**src/rtl/qspi_psram_ctrl.sv**
```systemverilog
// ============================================================================
//  Module      : qspi_psram_ctrl
//  Description : QSPI PSRAM controller. Issues the quad-enable unlock (0x35)
//                after reset, then serves single 32-bit little-endian read
//                (0xEB) and write (0x38) transactions with SCK = clk_i/2.
//  Revision    : 1.0 - initial release
// ============================================================================
`timescale 1ns/1ps
`default_nettype none

module qspi_psram_ctrl #(
    parameter int unsigned CS_GAP = 2
) (
    input  logic        clk_i,
    input  logic        rst_in,
    input  logic        req_i,
    input  logic        we_i,
    input  logic [23:0] adr_i,
    input  logic [31:0] wdat_i,
    output logic [31:0] rdat_o,
    output logic        ack_o,
    output logic        ready_o,
    output logic        sck_o,
    output logic        cs_on,
    output logic [3:0]  io_o,
    output logic [3:0]  io_oe_o,
    input  logic [3:0]  io_i
);

    typedef enum logic [2:0] {
        S_INIT  = 3'd0,
        S_GAP   = 3'd1,
        S_IDLE  = 3'd2,
        S_CMD   = 3'd3,
        S_ADR   = 3'd4,
        S_DUMMY = 3'd5,
        S_DATA  = 3'd6,
        S_TAIL  = 3'd7
    } state_t;

    localparam logic [7:0]  c_CMD_UNLOCK = 8'h35;
    localparam logic [7:0]  c_CMD_READ   = 8'hEB;
    localparam logic [7:0]  c_CMD_WRITE  = 8'h38;
    // GAP is counted in clk_i cycles; the TAIL pulse already covers one SCK period.
    localparam int unsigned c_GAP_CLKS   = 2 * (CS_GAP - 1);
    localparam logic [4:0]  c_GAP_LAST   = 5'((c_GAP_CLKS == 0) ? 0 : (c_GAP_CLKS - 1));

    state_t      r_state, w_state;
    logic [4:0]  r_cnt, w_cnt;
    logic        r_init_pend, w_init_pend;
    logic        r_sck, w_sck;
    logic        r_cs_n, w_cs_n;
    logic [3:0]  r_io, w_io;
    logic [3:0]  r_oe, w_oe;
    logic        r_ack, w_ack;
    logic        r_ready, w_ready;
    logic [31:0] r_rdat, w_rdat;
    logic [31:0] r_shift, w_shift;
    logic        r_we;
    logic [23:0] r_adr;
    logic [31:0] r_wdat;

    logic        w_accept;
    logic        w_we;
    logic [23:0] w_adr;
    logic [31:0] w_wdat;
    logic [4:0]  w_pos;

    // A request is only taken in IDLE; transaction fields come straight from
    // the inputs in the accepting cycle so CMD bit 7 can be driven at once.
    assign w_accept = (r_state == S_IDLE) && req_i;
    assign w_we     = (r_state == S_IDLE) ? we_i   : r_we;
    assign w_adr    = (r_state == S_IDLE) ? adr_i  : r_adr;
    assign w_wdat   = (r_state == S_IDLE) ? wdat_i : r_wdat;
    // Nibble position of DATA period k: byte k/2, high nibble on even k.
    assign w_pos    = {r_cnt[2:1], ~r_cnt[0], 2'b00};

    // Pin values for one SCK period: {cs_n, oe[3:0], io[3:0]}.
    function automatic logic [8:0] period_drive(
        input state_t      st,
        input logic [2:0]  k,
        input logic        we,
        input logic [23:0] adr,
        input logic [31:0] wdat
    );
        logic [7:0] cmd;
        logic [3:0] nib;
        logic [4:0] pos;
        logic [8:0] d;
        d   = {1'b1, 4'h0, 4'h0};
        nib = 4'h0;
        cmd = we ? c_CMD_WRITE : c_CMD_READ;
        pos = {k[2:1], ~k[0], 2'b00};
        case (st)
            S_INIT:  d = {1'b0, 4'b0001, 3'b000, c_CMD_UNLOCK[3'd7 - k]};
            S_CMD:   d = {1'b0, 4'b0001, 3'b000, cmd[3'd7 - k]};
            S_ADR: begin
                case (k)
                    3'd0:    nib = adr[23:20];
                    3'd1:    nib = adr[19:16];
                    3'd2:    nib = adr[15:12];
                    3'd3:    nib = adr[11:8];
                    3'd4:    nib = adr[7:4];
                    default: nib = adr[3:0];
                endcase
                d = {1'b0, 4'hF, nib};
            end
            S_DUMMY: d = {1'b0, 4'h0, 4'h0};
            S_DATA:  d = we ? {1'b0, 4'hF, wdat[pos +: 4]} : {1'b0, 4'h0, 4'h0};
            default: d = {1'b1, 4'h0, 4'h0};
        endcase
        return d;
    endfunction

    // Next-state and next-output logic: each SCK period is a low cycle
    // (pins updated) followed by a high cycle (io_i sampled on entry).
    always_comb begin
        w_state     = r_state;
        w_cnt       = r_cnt;
        w_init_pend = r_init_pend;
        w_sck       = r_sck;
        w_cs_n      = r_cs_n;
        w_io        = r_io;
        w_oe        = r_oe;
        w_ack       = 1'b0;
        w_ready     = r_ready;
        w_rdat      = r_rdat;
        w_shift     = r_shift;
        case (r_state)
            S_IDLE: begin
                if (w_accept) begin
                    w_state = S_CMD;
                    w_cnt   = 5'd0;
                    w_ready = 1'b0;
                    w_sck   = 1'b0;
                    {w_cs_n, w_oe, w_io} = period_drive(S_CMD, 3'd0, w_we, w_adr, w_wdat);
                end
            end
            S_GAP: begin
                w_sck = 1'b0;
                if (r_cnt >= c_GAP_LAST) begin
                    w_state = S_IDLE;
                    w_cnt   = 5'd0;
                    w_ready = 1'b1;
                end else begin
                    w_cnt = r_cnt + 5'd1;
                end
            end
            default: begin
                if (r_init_pend) begin
                    // First cycle after reset: open the unlock command.
                    w_init_pend = 1'b0;
                    w_state     = S_INIT;
                    w_cnt       = 5'd0;
                    w_sck       = 1'b0;
                    {w_cs_n, w_oe, w_io} = period_drive(S_INIT, 3'd0, w_we, w_adr, w_wdat);
                end else if (!r_sck) begin
                    // Rising SCK: capture what the device drove in the low cycle.
                    w_sck = 1'b1;
                    if (r_state == S_DATA) begin
                        if (!r_we) begin
                            w_shift[w_pos +: 4] = io_i;
                        end
                        if (r_cnt == 5'd7) begin
                            w_ack = 1'b1;
                            if (!r_we) begin
                                w_rdat = w_shift;
                            end
                        end
                    end
                end else begin
                    // Falling SCK: advance to the next period and drive its pins.
                    w_sck = 1'b0;
                    w_cnt = r_cnt + 5'd1;
                    case (r_state)
                        S_INIT:  if (r_cnt == 5'd7) begin w_state = S_TAIL; w_cnt = 5'd0; end
                        S_CMD:   if (r_cnt == 5'd7) begin w_state = S_ADR;  w_cnt = 5'd0; end
                        S_ADR: begin
                            if (r_cnt == 5'd5) begin
                                w_state = r_we ? S_DATA : S_DUMMY;
                                w_cnt   = 5'd0;
                            end
                        end
                        S_DUMMY: if (r_cnt == 5'd5) begin w_state = S_DATA; w_cnt = 5'd0; end
                        S_DATA:  if (r_cnt == 5'd7) begin w_state = S_TAIL; w_cnt = 5'd0; end
                        S_TAIL:  begin w_state = S_GAP; w_cnt = 5'd0; end
                        default: w_cnt = r_cnt;
                    endcase
                    {w_cs_n, w_oe, w_io} = period_drive(w_state, w_cnt[2:0], r_we, r_adr, r_wdat);
                end
            end
        endcase
    end

    // FSM state register; reset restarts the unlock sequence.
    always_ff @(posedge clk_i or negedge rst_in) begin
        if (!rst_in) begin
            r_state     <= S_INIT;
            r_cnt       <= 5'd0;
            r_init_pend <= 1'b1;
        end else begin
            r_state     <= w_state;
            r_cnt       <= w_cnt;
            r_init_pend <= w_init_pend;
        end
    end

    // Registered pins, handshake and read data.
    always_ff @(posedge clk_i or negedge rst_in) begin
        if (!rst_in) begin
            r_sck   <= 1'b0;
            r_cs_n  <= 1'b1;
            r_io    <= 4'h0;
            r_oe    <= 4'h0;
            r_ack   <= 1'b0;
            r_ready <= 1'b0;
            r_rdat  <= 32'h0;
            r_shift <= 32'h0;
        end else begin
            r_sck   <= w_sck;
            r_cs_n  <= w_cs_n;
            r_io    <= w_io;
            r_oe    <= w_oe;
            r_ack   <= w_ack;
            r_ready <= w_ready;
            r_rdat  <= w_rdat;
            r_shift <= w_shift;
        end
    end

    // Latch the request fields when a transaction is accepted.
    always_ff @(posedge clk_i or negedge rst_in) begin
        if (!rst_in) begin
            r_we   <= 1'b0;
            r_adr  <= 24'h0;
            r_wdat <= 32'h0;
        end else if (w_accept) begin
            r_we   <= we_i;
            r_adr  <= adr_i;
            r_wdat <= wdat_i;
        end
    end

    assign sck_o   = r_sck;
    assign cs_on   = r_cs_n;
    assign io_o    = r_io;
    assign io_oe_o = r_oe;
    assign ack_o   = r_ack;
    assign ready_o = r_ready;
    assign rdat_o  = r_rdat;

endmodule

`default_nettype wire

```
**config.mk**
```make
export PLATFORM = sky130hd
export DESIGN_NAME = qspi_psram_ctrl
export DESIGN_NICKNAME = d
export VERILOG_FILES = /design/src/rtl/qspi_psram_ctrl.sv
export SDC_FILE = /design/constraint.sdc
export NUM_CORES = 1
export LEC_CHECK = 0
export ABC_CLOCK_PERIOD_IN_PS = 3500
export CORE_MARGIN = 2
export CORE_UTILIZATION = 30
export CTS_CLUSTER_SIZE = 14
export DETAILED_ROUTE_END_ITERATION = 10
export PLACE_DENSITY_LB_ADDON = 0.08
export REMOVE_ABC_BUFFERS = 1
export SYNTH_ARGS = -nofsm -noshare
export SYNTH_HDL_FRONTEND = slang
export SYNTH_SLANG_ARGS = --single-unit
export TNS_END_PERCENT = 10
```
**constraint.sdc**
```tcl
create_clock -name clk_i -period 3.5 [get_ports clk_i]
set_input_delay 0.7 -clock clk_i [delete_from_list [all_inputs] [get_ports clk_i]]
set_output_delay 0.7 -clock clk_i [all_outputs]
set_load 0.005 [all_outputs]
```
==> Implementation_results.wiki <==
{| class="wikitable"
! Metric !! Value
|-
| Total track usage || 15.7%
|-
| Setup-violating endpoint count in the final report || 0
|-
| Maximum level of the CTS H-tree || 4
|-
| Final Critical Period || 3.16 ns
|-
| CTS tree || built
|-
| EDFF count, synth || 0
|-
| WP buf/inv || 1
|-
| Number of primary I/O pins || 108
|-
| Fraction of registers with async set or reset after synthesis || 100%
|-
| CTS max path bufs || 2
|-
| Vias || 5334
|-
| Total leakage power || 3.68 nW
|-
| Most used DFF post-synth || sky130_fd_sc_hd__dfrtp_1
|-
| Nature of the critical path startpoint || flip-flop
|-
| Post-synthesis cell type count || 68
|-
| Area after detailed placement || 0.00850 mm2
|-
| MaxCap Viol Count || 0
|-
| Most common cell in the netlist || sky130_fd_sc_hd__dfrtp_1
|-
| Worst slew slack as a fraction of its limit || 51.7%
|-
| Pwr Density || 749 mW/mm2
|-
| Standard-cell rows || 56
|-
| Mean number of vias per cell || 4.98
|-
| Initial antenna violation count || 2
|-
| Setup repair after global routing missed its margin || false
|-
| Avg Inst Size Synth || 11.1 um2
|-
| Final critical-path setup slack || 0.339 ns
|-
| Max Fclk || 316 MHz
|-
| Total negative slack || 0 ns
|-
| Clock sink total || 140
|-
| Endpoint of the most critical register-to-register path || io_o[3]
|-
| Port bufs || 107
|-
| Number of buffers created by CTS || 17
|-
| Required arrival time at the worst endpoint || 3.80 ns
|-
| Actual slew at the worst max-slew pin || 0.722 ns
|-
| Result of the run || complete, no violations
|-
| Number of hold-repair buffers added at the cts stage || 0
|-
| Post-Place Worst Slack || 0.378 ns
|-
| Die span in y || 157 um
|-
| Reg clk slew, reported paths || 0.06 ns
|-
| Launch instance of the worst register-to-register path || r_cnt[0]
|-
| Tightest Hold Check Type || input pin to asynchronous set/reset pin
|-
| Horizontal die dimension || 157 um
|-
| Yosys top cell area share || 48.9%
|-
| Number of cells on the worst reg-to-reg path || 9
|-
| Fraction of the cycle the final worst path needs || 90.3%
|-
| Flops & latches, synth || 140
|-
| Worst-case register-to-register setup slack || 0.34 ns
|-
| Routability congestion estimate from global placement || 0.821
|-
| Post-DP HPWL || 13100 um
|-
| Root buffer cell || sky130_fd_sc_hd__clkbuf_16
|-
| Cell type group with the largest total delay on the critical path || simple AND/OR/NAND/NOR gates
|-
| Peak VDD IR || 0.309 mV
|-
| Number of nets at the end of the flow || 806
|-
| Synth Warn # || 0
|-
| Antenna Nets Post-Route || 0
|-
| Final core area utilization || 39.1%
|-
| Worst hold margin || 0.264 ns
|-
| Dominant cell type by area after synthesis || sky130_fd_sc_hd__dfrtp_1
|-
| Proportion of synthesized chip area in sequential cells || 49.7%
|-
| Clk_lat worst skew || 0.42 ns
|-
| Fin. max-slew vios || 0
|-
| Arrival time of data at the critical path endpoint || 3.46 ns
|-
| Effective utilization at floorplan || 30.3%
|-
| Pre-Repair DR Iteration Count || 6
|-
| Number of post-CTS setup repair buffers || 0
|-
| Mapped cell area || 0.00706 mm2
|-
| Routed length per placed instance || 17.2 um
|-
| Post-route DRC violation count || 0
|-
| Pin count of the biggest net entering global routing || 65
|-
| Post_cts resized || 0
|-
| Slowest Stage Delay on Critical Path || 0.61 ns
|-
| Hold Vio Cnt, Final || 0
|-
| Slowest stage cell on the critical path || sky130_fd_sc_hd__dfrtp_1
|-
| Top cell types by occurrence after synthesis || sky130_fd_sc_hd__dfrtp_1, sky130_fd_sc_hd__mux2_2, sky130_fd_sc_hd__nor2_1
|-
| Wire length of the first global-routing pass || 30200 um
|-
| # fillers || 2354
|-
| Post-route cell area || 0.00910 mm2
|-
| Via count of the first global-routing pass || 5606
|-
| Final clock skew || 0.00990 ns
|-
| Floorplan die area || 0.0248 mm2
|-
| Final wirelength || 18500 um
|-
| Largest fanout of any net on the critical path || 12
|-
| DRT iter0 DRCs || 344
|-
| Synth area leaders || sky130_fd_sc_hd__dfrtp_1, sky130_fd_sc_hd__mux2_2, sky130_fd_sc_hd__mux2i_1
|-
| Signed area change from the synthesized netlist to the final layout || 28.9%
|-
| CP Capture Type || flip-flop
|-
| Share of post-route cells with drive strength above 1 || 21.7%
|-
| List of cells traversed by the critical path || ha_1 -> and4bb_1 -> o22ai_4 -> a311o_1 -> buf_4 -> and2_1 -> a211oi_1 -> a2111oi_0 -> or3b_1
|-
| Worst setup path class || flip-flop to flip-flop
|-
| Remaining Overflow, GRT || 0
|-
| Cell count after synthesis || 638
|-
| Core ar. || 0.0233 mm2
|}
==> area by class of cell <==
cell class | instances | area (um2) | share of cell area [%]
flip-flops and latches | 140 | 3510 | 38.5
multi-input cells | 441 | 3310 | 36.4
repair buffers | 130 | 1260 | 13.8
clock buffers | 19 | 433 | 4.76
well taps | 319 | 399 | 4.39
clock inverters | 13 | 156 | 1.72
inverters | 9 | 33.8 | 0.371
diodes | 1 | 2.50 | 0.0275
==> placed cells by master, fill, tap and decap left out, types with 3 or more instances in the layout <==
cell type and instances:
sky130_fd_sc_hd__o31ai_1 3, sky130_fd_sc_hd__nand2_1 29, sky130_fd_sc_hd__and2_1 4, sky130_fd_sc_hd__a21oi_1 55, sky130_fd_sc_hd__a22oi_1 3, sky130_fd_sc_hd__inv_6 6
sky130_fd_sc_hd__a31oi_1 3, sky130_fd_sc_hd__and3_1 3, sky130_fd_sc_hd__o211ai_1 4, sky130_fd_sc_hd__o21ai_0 23, sky130_fd_sc_hd__nand3_1 8, sky130_fd_sc_hd__buf_4 22
sky130_fd_sc_hd__nand2b_1 7, sky130_fd_sc_hd__nand4_1 5, sky130_fd_sc_hd__o2bb2ai_1 3, sky130_fd_sc_hd__dfrtp_1 138, sky130_fd_sc_hd__inv_1 9, sky130_fd_sc_hd__clkdlybuf4s50_1 106
sky130_fd_sc_hd__nor3_1 10, sky130_fd_sc_hd__ha_1 3, sky130_fd_sc_hd__nor2b_1 4, sky130_fd_sc_hd__nor4_1 7, sky130_fd_sc_hd__o21a_1 3, sky130_fd_sc_hd__nor2_1 64
sky130_fd_sc_hd__clkbuf_16 17, sky130_fd_sc_hd__a2111oi_0 3, sky130_fd_sc_hd__mux2_2 90, sky130_fd_sc_hd__mux2i_1 50, sky130_fd_sc_hd__o22ai_1 3
==> routing by layer <==
| layer | vias to the layer above | share of wire (%) | GRT usage [%] |
|---|---|---|---|
| met5 | - | 0 | 0 |
| li1 | 2513 | - | - |
| met4 | 0 | 0.90 | 3.90 |
| met3 | 12 | 4.8 | 3.96 |
| met1 | 2685 | 47 | 21.5 |
| met2 | 124 | 47 | 24.9 |
==> power by group <==
group | total, mW | internal (mW) | switching (mW)
logic | 2.59 | 1.23 | 1.36
clock network | 1.83 | 1.07 | 0.755
registers | 2.40 | 2.04 | 0.367
total | 6.82 | 4.33 | 2.49
==> sequential cells by signal, indices dropped and copies added, names as in the netlist <==
register and count:
cs_on 1, rdat_o 32, r_init_pend 1, io_oe_o 2, r_state 3, sck_o 1
r_adr 24, io_o 4, r_shift 32, r_wdat 32, ready_o 1, ack_o 1
r_we 1, r_cnt 5
==> stage by stage <==
step,cells,power [mW]
final,1072,6.82
after global routing,1071,7.26
after CTS,1071,6.89
after detailed placement,1039,5.03
after global placement,1039,4.99
after floorplan,590,4.10
==> worst register-to-register path, stage by stage (launching register included) <==
cell and delay (ns):
sky130_fd_sc_hd__dfrtp_1 0.61, sky130_fd_sc_hd__ha_1 0.24, sky130_fd_sc_hd__and4bb_1 0.46, sky130_fd_sc_hd__o22ai_4 0.15, sky130_fd_sc_hd__a311o_1 0.48, sky130_fd_sc_hd__buf_4 0.22, sky130_fd_sc_hd__and2_1 0.16, sky130_fd_sc_hd__a211oi_1 0.22
sky130_fd_sc_hd__a2111oi_0 0.10, sky130_fd_sc_hd__or3b_1 0.40
==> worst max path at each step <==
stage                    start  endpoint  slack [ns]  cells after the start
CTS                   r_cnt[0]   io_o[3]        0.37                      9
global placement      r_cnt[0]   io_o[3]        0.49                      9
global route          r_cnt[0]   io_o[3]        0.19                      9
floorplan           r_state[0]   io_o[0]       -2.54                      7
detailed placement    r_cnt[0]   io_o[3]        0.38                      9
finish                r_cnt[0]   io_o[3]        0.34                      9
==> cells by family after synthesis <==
family | synth area share [%]
adders and majority gates | 0.532
and+or+nand+nor | 12.0
DFF | 49.7
AOI/OAI and AO/OA | 11.4
muxes | 22.1
buffers and inverters | 3.76
xor gates and xnor gates | 0.497
Note: power is estimated with default switching activity, not from simulation.
